--- config.mk ---
export PLATFORM = sky130hd
export DESIGN_NAME = spi_master
export DESIGN_NICKNAME = d
export VERILOG_FILES = /design/src/rtl/spi_pkg.sv /design/src/rtl/spi_clk_gen.sv /design/src/rtl/spi_master.sv
export SDC_FILE = /design/constraint.sdc
export NUM_CORES = 1
export LEC_CHECK = 0
export ABC_AREA = 1
export ABC_CLOCK_PERIOD_IN_PS = 1800
export CAP_MARGIN = 20
export CORE_MARGIN = 2
export CORE_UTILIZATION = 55
export CTS_BUF_LIST = sky130_fd_sc_hd__clkbuf_4
export DETAILED_ROUTE_END_ITERATION = 8
export GPL_ROUTABILITY_DRIVEN = 1
export PLACE_DENSITY = 0.79
export SYNTH_ARGS = -nofsm -noshare
export SYNTH_HDL_FRONTEND = slang
export SYNTH_SLANG_ARGS = --single-unit
--- constraint.sdc ---
create_clock -name clk -period 1.8 [get_ports clk]
set_input_delay 0.36 -clock clk [delete_from_list [all_inputs] [get_ports clk]]
set_output_delay 0.36 -clock clk [all_outputs]
set_load 0.1 [all_outputs]
--- src/rtl/spi_pkg.sv ---
// Shared SPI definitions: FSM state encoding, frame width and bus mode.
package spi_pkg;

    localparam int DATA_WIDTH = 8;
    // CPOL=0, CPHA=0: SCLK idles low, data sampled on the rising edge.
    localparam int SPI_MODE   = 0;
    localparam int BIT_CNT_W  = 4;

    typedef enum logic [1:0] {
        IDLE     = 2'd0,
        SETUP    = 2'd1,
        TRANSFER = 2'd2,
        DONE     = 2'd3
    } state_e;

endpackage

--- src/rtl/spi_clk_gen.sv ---
// SCLK generator: counts CLK_DIV clk cycles per half-period while enabled,
// flags the boundary at the end of each low / high half-period and owns the
// registered SCLK level. park holds SCLK low at the final boundary so the
// frame can close without an extra rising edge.
module spi_clk_gen #(
    parameter int CLK_DIV = 2
) (
    input  logic clk,
    input  logic reset,
    input  logic en_i,
    input  logic park_i,
    output logic rise_strb_o,
    output logic fall_strb_o,
    output logic sclk_o
);

    logic [7:0] cnt_q, cnt_d;
    logic       sclk_q, sclk_d;
    logic       tick;

    assign tick        = (cnt_q == 8'(CLK_DIV - 1));
    // rise_strb marks the end of a low half-period (SCLK rises unless parked)
    assign rise_strb_o = en_i & tick & ~sclk_q;
    assign fall_strb_o = en_i & tick &  sclk_q;
    assign sclk_o      = sclk_q;

    // Half-period counter and SCLK toggle; disabled means counter cleared, SCLK low
    always_comb begin
        cnt_d  = cnt_q;
        sclk_d = sclk_q;
        if (!en_i) begin
            cnt_d  = '0;
            sclk_d = 1'b0;
        end else if (tick) begin
            cnt_d = '0;
            if (sclk_q)       sclk_d = 1'b0;
            else if (!park_i) sclk_d = 1'b1;
        end else begin
            cnt_d = cnt_q + 8'd1;
        end
    end

    // Divider state registers
    always_ff @(posedge clk) begin
        if (reset) begin
            cnt_q  <= '0;
            sclk_q <= 1'b0;
        end else begin
            cnt_q  <= cnt_d;
            sclk_q <= sclk_d;
        end
    end

endmodule

--- src/rtl/spi_master.sv ---
// SPI mode-0 master: one 8-bit full-duplex frame per accepted start.
// SETUP holds CS low for one half-period before the first rising edge;
// TRANSFER runs 16 half-periods; DONE publishes the received byte.
// Every output is a flop loaded from next-state values.
module spi_master #(
    parameter int CLK_DIV    = 2,
    parameter int DATA_WIDTH = 8
) (
    input  logic                  clk,
    input  logic                  reset,
    input  logic                  start,
    input  logic [DATA_WIDTH-1:0] masterDataToSend,
    output logic [DATA_WIDTH-1:0] masterDataReceived,
    output logic                  busy,
    output logic                  done,
    output logic                  SCLK,
    output logic                  CS,
    output logic                  MOSI,
    input  logic                  MISO
);

    import spi_pkg::*;

    state_e                 state_q, state_d;
    logic [DATA_WIDTH-1:0]  tx_q, tx_d;
    logic [DATA_WIDTH-1:0]  rx_q, rx_d;
    logic [DATA_WIDTH-1:0]  rcv_q, rcv_d;
    logic [BIT_CNT_W-1:0]   bit_q, bit_d;
    logic                   cs_q, cs_d;
    logic                   busy_q, busy_d;
    logic                   done_q, done_d;
    logic                   mosi_q, mosi_d;
    logic                   gen_en, last_bit, rise_strb, fall_strb;

    assign gen_en   = (state_q == SETUP) || (state_q == TRANSFER);
    assign last_bit = (bit_q == BIT_CNT_W'(DATA_WIDTH));

    spi_clk_gen #(.CLK_DIV(CLK_DIV)) u_clk_gen (
        .clk         (clk),
        .reset       (reset),
        .en_i        (gen_en),
        .park_i      (last_bit),
        .rise_strb_o (rise_strb),
        .fall_strb_o (fall_strb),
        .sclk_o      (SCLK)
    );

    // Next-state, shift registers and registered-output next values
    always_comb begin
        state_d = state_q;
        tx_d    = tx_q;
        rx_d    = rx_q;
        rcv_d   = rcv_q;
        bit_d   = bit_q;
        unique case (state_q)
            IDLE: begin
                if (start) begin
                    tx_d    = masterDataToSend;
                    rx_d    = '0;
                    bit_d   = '0;
                    state_d = SETUP;
                end
            end
            SETUP: begin
                // end of the leading low half-period is the first rising edge
                if (rise_strb) begin
                    rx_d    = {rx_q[DATA_WIDTH-2:0], MISO};
                    bit_d   = bit_q + 1'b1;
                    state_d = TRANSFER;
                end
            end
            TRANSFER: begin
                if (rise_strb) begin
                    if (last_bit) begin
                        rcv_d   = rx_q;
                        state_d = DONE;
                    end else begin
                        rx_d  = {rx_q[DATA_WIDTH-2:0], MISO};
                        bit_d = bit_q + 1'b1;
                    end
                end
                // the 8th fall leaves MOSI alone: nothing left to send
                if (fall_strb && !last_bit) begin
                    tx_d = {tx_q[DATA_WIDTH-2:0], 1'b0};
                end
            end
            DONE: begin
                state_d = IDLE;
            end
            default: state_d = IDLE;
        endcase

        cs_d   = !((state_d == SETUP) || (state_d == TRANSFER));
        busy_d = (state_d != IDLE);
        done_d = (state_d == DONE);
        mosi_d = ((state_d == SETUP) || (state_d == TRANSFER)) ? tx_d[DATA_WIDTH-1] : 1'b0;
    end

    // State, datapath and output registers; reset wins over start
    always_ff @(posedge clk) begin
        if (reset) begin
            state_q <= IDLE;
            tx_q    <= '0;
            rx_q    <= '0;
            rcv_q   <= '0;
            bit_q   <= '0;
            cs_q    <= 1'b1;
            busy_q  <= 1'b0;
            done_q  <= 1'b0;
            mosi_q  <= 1'b0;
        end else begin
            state_q <= state_d;
            tx_q    <= tx_d;
            rx_q    <= rx_d;
            rcv_q   <= rcv_d;
            bit_q   <= bit_d;
            cs_q    <= cs_d;
            busy_q  <= busy_d;
            done_q  <= done_d;
            mosi_q  <= mosi_d;
        end
    end

    assign masterDataReceived = rcv_q;
    assign busy               = busy_q;
    assign done               = done_q;
    assign CS                 = cs_q;
    assign MOSI               = mosi_q;

endmodule

=== Yosys cells after proc, flatten, opt, wreduce, memory -nomap -nowiden ===
Cells that the tools add are included.

* Flip-flop bits (word level): 43
* Bits in latches: 0
* Bits in writable memories: 0
* Bits in read-only memories: 0
* Input port bits: 12
* Output and inout port bits: 13
* Word-level logic and storage cells: 68
* Memories kept: 0

* Add/sub/neg operators: 2
* $mul: 0
* Divide/modulo/power cells: 0
* $lt $le $gt $ge: 0
* Eq/ne operators: 13
* Shifts and indexed selects: 0
* Mux-type cells: 20
* Bitwise operators: 6
* Reductions and logical operators: 15

{| class="wikitable"
|+ Operator list
! cell !! count
|-
| 8-bit two-way mux || 6
|-
| 8-bit one-hot mux with 3 select lines || 1
|-
| 4-bit two-way mux || 4
|-
| 8-bit one-hot mux with 2 select lines || 1
|-
| 4-bit one-hot mux with 3 select lines || 1
|-
| 8-bit by 1-bit adder with 8-bit output (second input constant) || 1
|-
| 2-bit equality test (second input constant) || 4
|-
| 8-bit by 1-bit equality test with 1-bit output (second input constant) || 1
|-
| 2-bit two-way mux || 4
|-
| 2-bit inequality test (second input constant) || 4
|-
| 2-bit one-hot mux with 4 select lines || 1
|-
| 3-bit AND reduction || 2
|-
| 5-bit AND reduction || 1
|-
| 4-bit by 1-bit adder with 4-bit output (second input constant) || 1
|-
| 2-bit by 1-bit equality test with 1-bit output (second input constant) || 2
|-
| 4-bit equality test (second input constant) || 1
|-
| 2-bit nonzero test || 2
|-
| 2-bit OR reduction || 2
|-
| 1-bit bitwise AND || 3
|-
| 1-bit inverter || 3
|-
| 3-bit nonzero test || 1
|-
| 3-bit OR reduction || 1
|-
| 1-bit zero test || 2
|-
| 2-bit zero test || 1
|-
| other kinds (4) || 6
|}

=== Logic depth before layout (Yosys ltp) ===
* Depth after elaboration: 10
* Depth in mapped cells: 13
* Mapped depth without buffers: 13

=== Cells and area by module ===
A second synthesis with hierarchy kept.

* Cell total of the unflattened synthesis: 323
* Area total of the unflattened synthesis: 2199.6 um^2

{| class="wikitable"
|+ Modules (own cells, without submodules)
! module !! instances !! cells an instance !! area an instance (um^2) !! sequential area each (um^2)
|-
| spi_master || 1 || 242 || 1670.4 || 680.7
|-
| spi_clk_gen || 1 || 81 || 529.3 || 180.2
|}

=== Worst setup path before layout ===
OpenSTA, ideal clock, no wires.

* Path type: register to register
* From: register u_clk_gen.sclk_q (netlist: u_clk_gen.sclk_o)
* To: register tx_q[0]
* Setup time: 0.114 ns
* Arrival: 1.963 ns
* Required time: 1.686 ns
* Slack: -0.277 ns
* Stages on the path, launching flop included: 9
* Path buffers: 1
* Period minus slack after synthesis: 2.077 ns
* Cells stage by stage: dfxtp_1 inv_1 nor2_1 nand3_4 nand2_2 nand2_2 buf_6 a21oi_1 nor2_1

* Cells in the longest elaborated chain, start to end: 4

{| class="wikitable"
|+ RTL lines
! element !! line !! source
|-
| from (decl) || spi_clk_gen.sv:18 || <nowiki>logic sclk_q, sclk_d;</nowiki>
|-
| from (signal assigned) || spi_clk_gen.sv:50 || <nowiki>sclk_q <= sclk_d;</nowiki>
|-
| 1-bit bitwise AND || spi_clk_gen.sv:24 || <nowiki>assign fall_strb_o = en_i & tick & sclk_q;</nowiki>
|-
| 1-bit logical AND || spi_master.sv:83 || <nowiki>if (fall_strb && !last_bit) begin</nowiki>
|-
| 2-bit by 1-bit inequality test with 1-bit output (no line) || - ||
|-
| 3-bit AND reduction (no line) || - ||
|-
| to (signal assigned) || spi_master.sv:113 || <nowiki>tx_q <= tx_d;</nowiki>
|-
| to (decl) || spi_master.sv:25 || <nowiki>logic [DATA_WIDTH-1:0] tx_q, tx_d;</nowiki>
|}

Every way passes these cells.
A chain may end at the register's enable or synchronous reset.

=== Final worst setup path ===
* From: register state_q[0]
* To: register mosi_q (netlist: MOSI)

* Cells in the longest elaborated chain, start to end: 10
* Elaborated cells on any way between the ends: 21
* Those cells by class: eq/ne: 5; mux: 7; bitwise: 4; reduce/logical: 5

{| class="wikitable"
|+ RTL lines
! element !! line !! source
|-
| from (decl) || spi_master.sv:24 || <nowiki>state_e state_q, state_d;</nowiki>
|-
| from (signal assigned) || spi_master.sv:112 || <nowiki>state_q <= state_d;</nowiki>
|-
| 2-bit by 1-bit equality test with 1-bit output / 2-bit equality test (equally long branches) || spi_master.sv:35, spi_master.sv:55 ||
|-
| 1-bit logical OR || spi_master.sv:35 || <nowiki>assign gen_en = (state_q == SETUP) || (state_q == TRANSFER);</nowiki>
|-
| 1-bit bitwise AND || spi_clk_gen.sv:23, spi_clk_gen.sv:24 ||
|-
| 1-bit bitwise AND || spi_clk_gen.sv:23 || <nowiki>assign rise_strb_o = en_i & tick & ~sclk_q;</nowiki>
|-
| 2-bit two-way mux (on tied branches) || spi_master.sv:73, spi_master.sv:66 ||
|-
| 2-bit one-hot mux with 4 select lines || spi_master.sv:55 || <nowiki>unique case (state_q)</nowiki>
|-
| 2-bit by 1-bit equality test with 1-bit output / 2-bit equality test (equally long branches) || spi_master.sv:96 || <nowiki>mosi_d = ((state_d == SETUP) || (state_d == TRANSFER)) ? tx_d[DATA_WIDTH-1] : 1'b0;</nowiki>
|-
| 1-bit logical OR || spi_master.sv:96 ||
|-
| 1-bit inverter (no line) || - ||
|-
| 2-bit OR reduction (no line) || - ||
|-
| to (signal assigned) || spi_master.sv:120 || <nowiki>mosi_q <= mosi_d;</nowiki>
|-
| to (decl) || spi_master.sv:32 || <nowiki>logic mosi_q, mosi_d;</nowiki>
|}

Several ways; a longest one is shown, not always the timed one. The select of a mux whose other input is x is not followed.

==> impl_summary.txt <==
----------------------------------------------------
[Placed design]
  Half-perimeter wire length of the detailed placement result ... 3130 um
  Routability congestion estimate from global placement ... 0.827
  # port buffers ... 24
  Placed cells ... ~390

[STA]
  Final slew viol count ... 0
  Number of endpoints with negative hold slack in the final report ... 0
  Final-layout setup total negative slack ... 0 ns
  Final setup skew ... 0.0129 ns
  Setup repair after global routing missed its margin ... true
  Final setup vio count ... 0
  Achievable frequency ... 0.572 GHz
  Slew at the pin closest to its max-slew limit ... 0.330 ns
  Shortest period the worst path allows ... 1.75 ns
  Fin crit share ... 0.971
  Remaining max-slew budget at the tightest pin ... 0.778

[Job]
  Maximum capacitance violations ... 0

[Global routing]
  Leftover overflow at the end of global routing ... 0
  GR Util All Layers ... 0.216
  Pin count of the biggest net entering global routing ... 16
  Global-route wire length before repair ... 7270 um
  Antenna violations before repair ... 0
  Via count of the first global-routing pass ... roughly 1700

[Logic synthesis]
  Synthesis-stage register bit count ... 43
  Synth warnings ... 0
  Summed instance area of the synthesized netlist ... about 0.0022 mm^2
  Cell variety after synth ... 26
  Synthesized Nets ... 333
  Seq/Total Area, Yosys ... 0.400
  Mapped Cells ... 312
  Avg Cell Area, Syn ... between 6 and 7 um^2

[Detailed routing]
  Total DRC errors in the routed layout ... 0
  First-pass DRT Iterations ... 4
  Wirelength per Cell ... 11.1 um
  DRC marker count from the first detailed-route iteration ... 131
  Vias per Instance ... 4.83
  Total via count after detailed routing ... a little under 2000
  Routed Antenna Nets ... 0
  Total Wirelength ... around 4400 um

[Die]
  Die area ... 0.00443 mm^2
  Area of the core region ... 0.00372 mm^2
  Number of placement rows ... 22
  IO Count ... 25
  Effective utilization at floorplan ... 0.579
  Die width ... ~67 um
  DIE HEIGHT ... between 60 and 70 um

[Final layout]
  Growth of design area from synthesis to finish ... 29.3%
  Post-route non-filler standard cell count ... 400
  Fraction of final layout cells with drive strength greater than 1 ... 0.179
  Final Net Count ... 372
  Commonest cells after routing, fill and taps aside ... sky130_fd_sc_hd__nand2_1, sky130_fd_sc_hd__nor2_1, sky130_fd_sc_hd__inv_1
  Diodes inserted ... 0
  Most common cell after layout, fill and taps aside ... sky130_fd_sc_hd__nand2_1
  Register area ... slightly below 900 um^2
  Fill cell count ... around 270
  Combined area of the multi-input logic cells ... 0.00109 mm^2

[Critical path]
  Critical path buffer and inverter count ... 4
  Crit path max-delay cell type ... sky130_fd_sc_hd__dfxtp_2
  Required time at the worst-slack endpoint ... 2.04 ns
  Arrival time worst endpoint ... 1.99 ns
  Family with the most delay on the worst path ... buffers and inverters
  Startpoint kind of the worst setup timing path ... flip-flop
  Worst setup EP type ... flip-flop
  Worst Path Class, Setup ... flip-flop to flip-flop
  Max Fanout on Critical Path ... 11
  Worst path most repeated cell ... sky130_fd_sc_hd__nand2_1
  Slowest cell delay on critical path ... 0.36 ns
  Critical Path, Cell by Cell ... inv_1 > ha_2 > buf_6 > nand2_1 > inv_1 > nand3_1 > nand2_1 > nand2_1 > inv_1 > ha_1 > nand2_1 > a21oi_1

[Clock tree]
  Clock tree sinks ... 43
  Clock latency reported for the late side of the worst-skew pair ... 0.35 ns
  Number of buffers between clock root and the deepest sink ... 2
  CTS clock-pin slew for the worst setup and hold paths ... 0.13 ns
  Hold bufs inserted after CTS ... 0
  Maximum level of the CTS H-tree ... 2
  Clock tree from TritonCTS ... built
  Cts bufs inserted ... 5
  Root Buffer Master ... sky130_fd_sc_hd__clkbuf_4

[Pwr]
  IR Drop Worst-Case VDD ... 450 uV
  Leak pwr ... ~1.2 nW
  PD cells ... just over 700 mW/mm^2

[Outcome]
  Status ... finished, final reports clean

[Min path]
  Classification of the worst-slack hold path ... flip-flop to flip-flop

----------------------------------------------------
cells in the mapped netlist:
library cell / instances / share of area
sky130_fd_sc_hd__ha_1: 9 / 0.052
sky130_fd_sc_hd__or2_2: 3 / 0.0087
sky130_fd_sc_hd__nand3_4: 1 / 0.0081
sky130_fd_sc_hd__nand2_2: 4 / 0.012
sky130_fd_sc_hd__o21a_1: 1 / 0.0035
sky130_fd_sc_hd__xnor2_1: 1 / 0.0041
sky130_fd_sc_hd__nor3_1: 3 / 0.0070
sky130_fd_sc_hd__o21ai_0: 16 / 0.037
sky130_fd_sc_hd__nor2_8: 1 / 0.0093
sky130_fd_sc_hd__o2111a_1: 1 / 0.0052
sky130_fd_sc_hd__buf_6: 3 / 0.016
sky130_fd_sc_hd__inv_1: 44 / 0.077
sky130_fd_sc_hd__nor2_1: 46 / 0.080
sky130_fd_sc_hd__inv_2: 2 / 0.0035
sky130_fd_sc_hd__nand2_1: 79 / 0.14
sky130_fd_sc_hd__dfxtp_1: 43 / 0.40
sky130_fd_sc_hd__xor2_1: 3 / 0.012
sky130_fd_sc_hd__a21oi_1: 20 / 0.047
sky130_fd_sc_hd__nand3_2: 1 / 0.0047
sky130_fd_sc_hd__clkbuf_1: 4 / 0.0070
sky130_fd_sc_hd__nand2_4: 1 / 0.0052
sky130_fd_sc_hd__clkinv_1: 2 / 0.0035
sky130_fd_sc_hd__nand4_2: 1 / 0.0058
sky130_fd_sc_hd__or2_1: 1 / 0.0029
sky130_fd_sc_hd__nand3_1: 19 / 0.044
sky130_fd_sc_hd__buf_2: 3 / 0.0070
report_power, final:
group | switching, W | leakage [nW] | internal, W
sequential | 0.0000376 | 0.353 | 0.00101
clock | 0.000302 | 0.0317 | 0.000166
combinational | 0.000270 | 0.823 | 0.000191
total | 0.000609 | 1.21 | 0.00136
layout make-up:
type / instances / area share
multi-input cells: 211 / 0.393
flip-flops and latches: 43 / 0.312
repair buffers: 42 / 0.187
inverters: 48 / 0.0647
well taps: 48 / 0.0216
clock buffers: 6 / 0.0162
clock inverters: 2 / 0.00450
worst paths after layout:
check / from / end / slack (ns) / cells after the start
hold / removal: masterDataReceived[1] / masterDataReceived[1] / 0.49 / 2
hold reg to reg: masterDataReceived[1] / masterDataReceived[1] / 0.49 / 2
setup reg to reg: state_q[0] / MOSI / 0.05 / 12
setup / recovery: state_q[0] / MOSI / 0.05 / 12
through the flow:
step | cell area, um^2 | power, W | setup WS [ns] | util | hold slack [ns]
5_1_grt | 2780 | 0.00209 | -0.0667 | 0.749 | 0.515
6_report | 2780 | 0.00197 | 0.0528 | 0.749 | 0.492
2_1_floorplan | 2150 | 0.00136 | 0.0979 | - | 0.434
3_5_place_dp | 2640 | 0.00149 | -0.0509 | 0.710 | 0.475
4_1_cts | 2700 | 0.00195 | 0.00787 | 0.726 | 0.493
3_3_place_gp | 2640 | 0.00148 | -0.0120 | 0.710 | 0.471
cell families after synthesis:
family | share of synthesized area
buf+inv | 0.113
xor+xnor | 0.0163
compound gates | 0.0924
flops | 0.400
fa+ha+maj | 0.0523
simple gates | 0.326
repair_timing:
action | CTS | global route
pin swaps | 0 | 1
setup endpoints to repair | 11 | 31
resized for setup | 2 | 14
setup buffers | 0 | 4
gates cloned | 0 | 0
sequential cells by signal, indices dropped and copies added, names as in the netlist:
signal              cells
MOSI                    1
masterDataReceived      8
busy                    1
CS                      1
tx_q                    8
bit_q                   4
state_q                 2
u_clk_gen.sclk_o        1
rx_q                    8
done                    1
u_clk_gen.cnt_q         8
metal layers:
layer,track usage,vias to the layer above,routed length (um)
met5,0,-,0
met4,0.0689,0,48
met3,0.0422,5,212
met2,0.386,48,2200
met1,0.259,844,1980
li1,-,1033,-
tightest hold or removal path: stages, from the launching register on:
cell                      delay [ns]
sky130_fd_sc_hd__dfxtp_1        0.36
sky130_fd_sc_hd__inv_1          0.06
sky130_fd_sc_hd__a21oi_1        0.05
(Power assumes the default switching activity.)
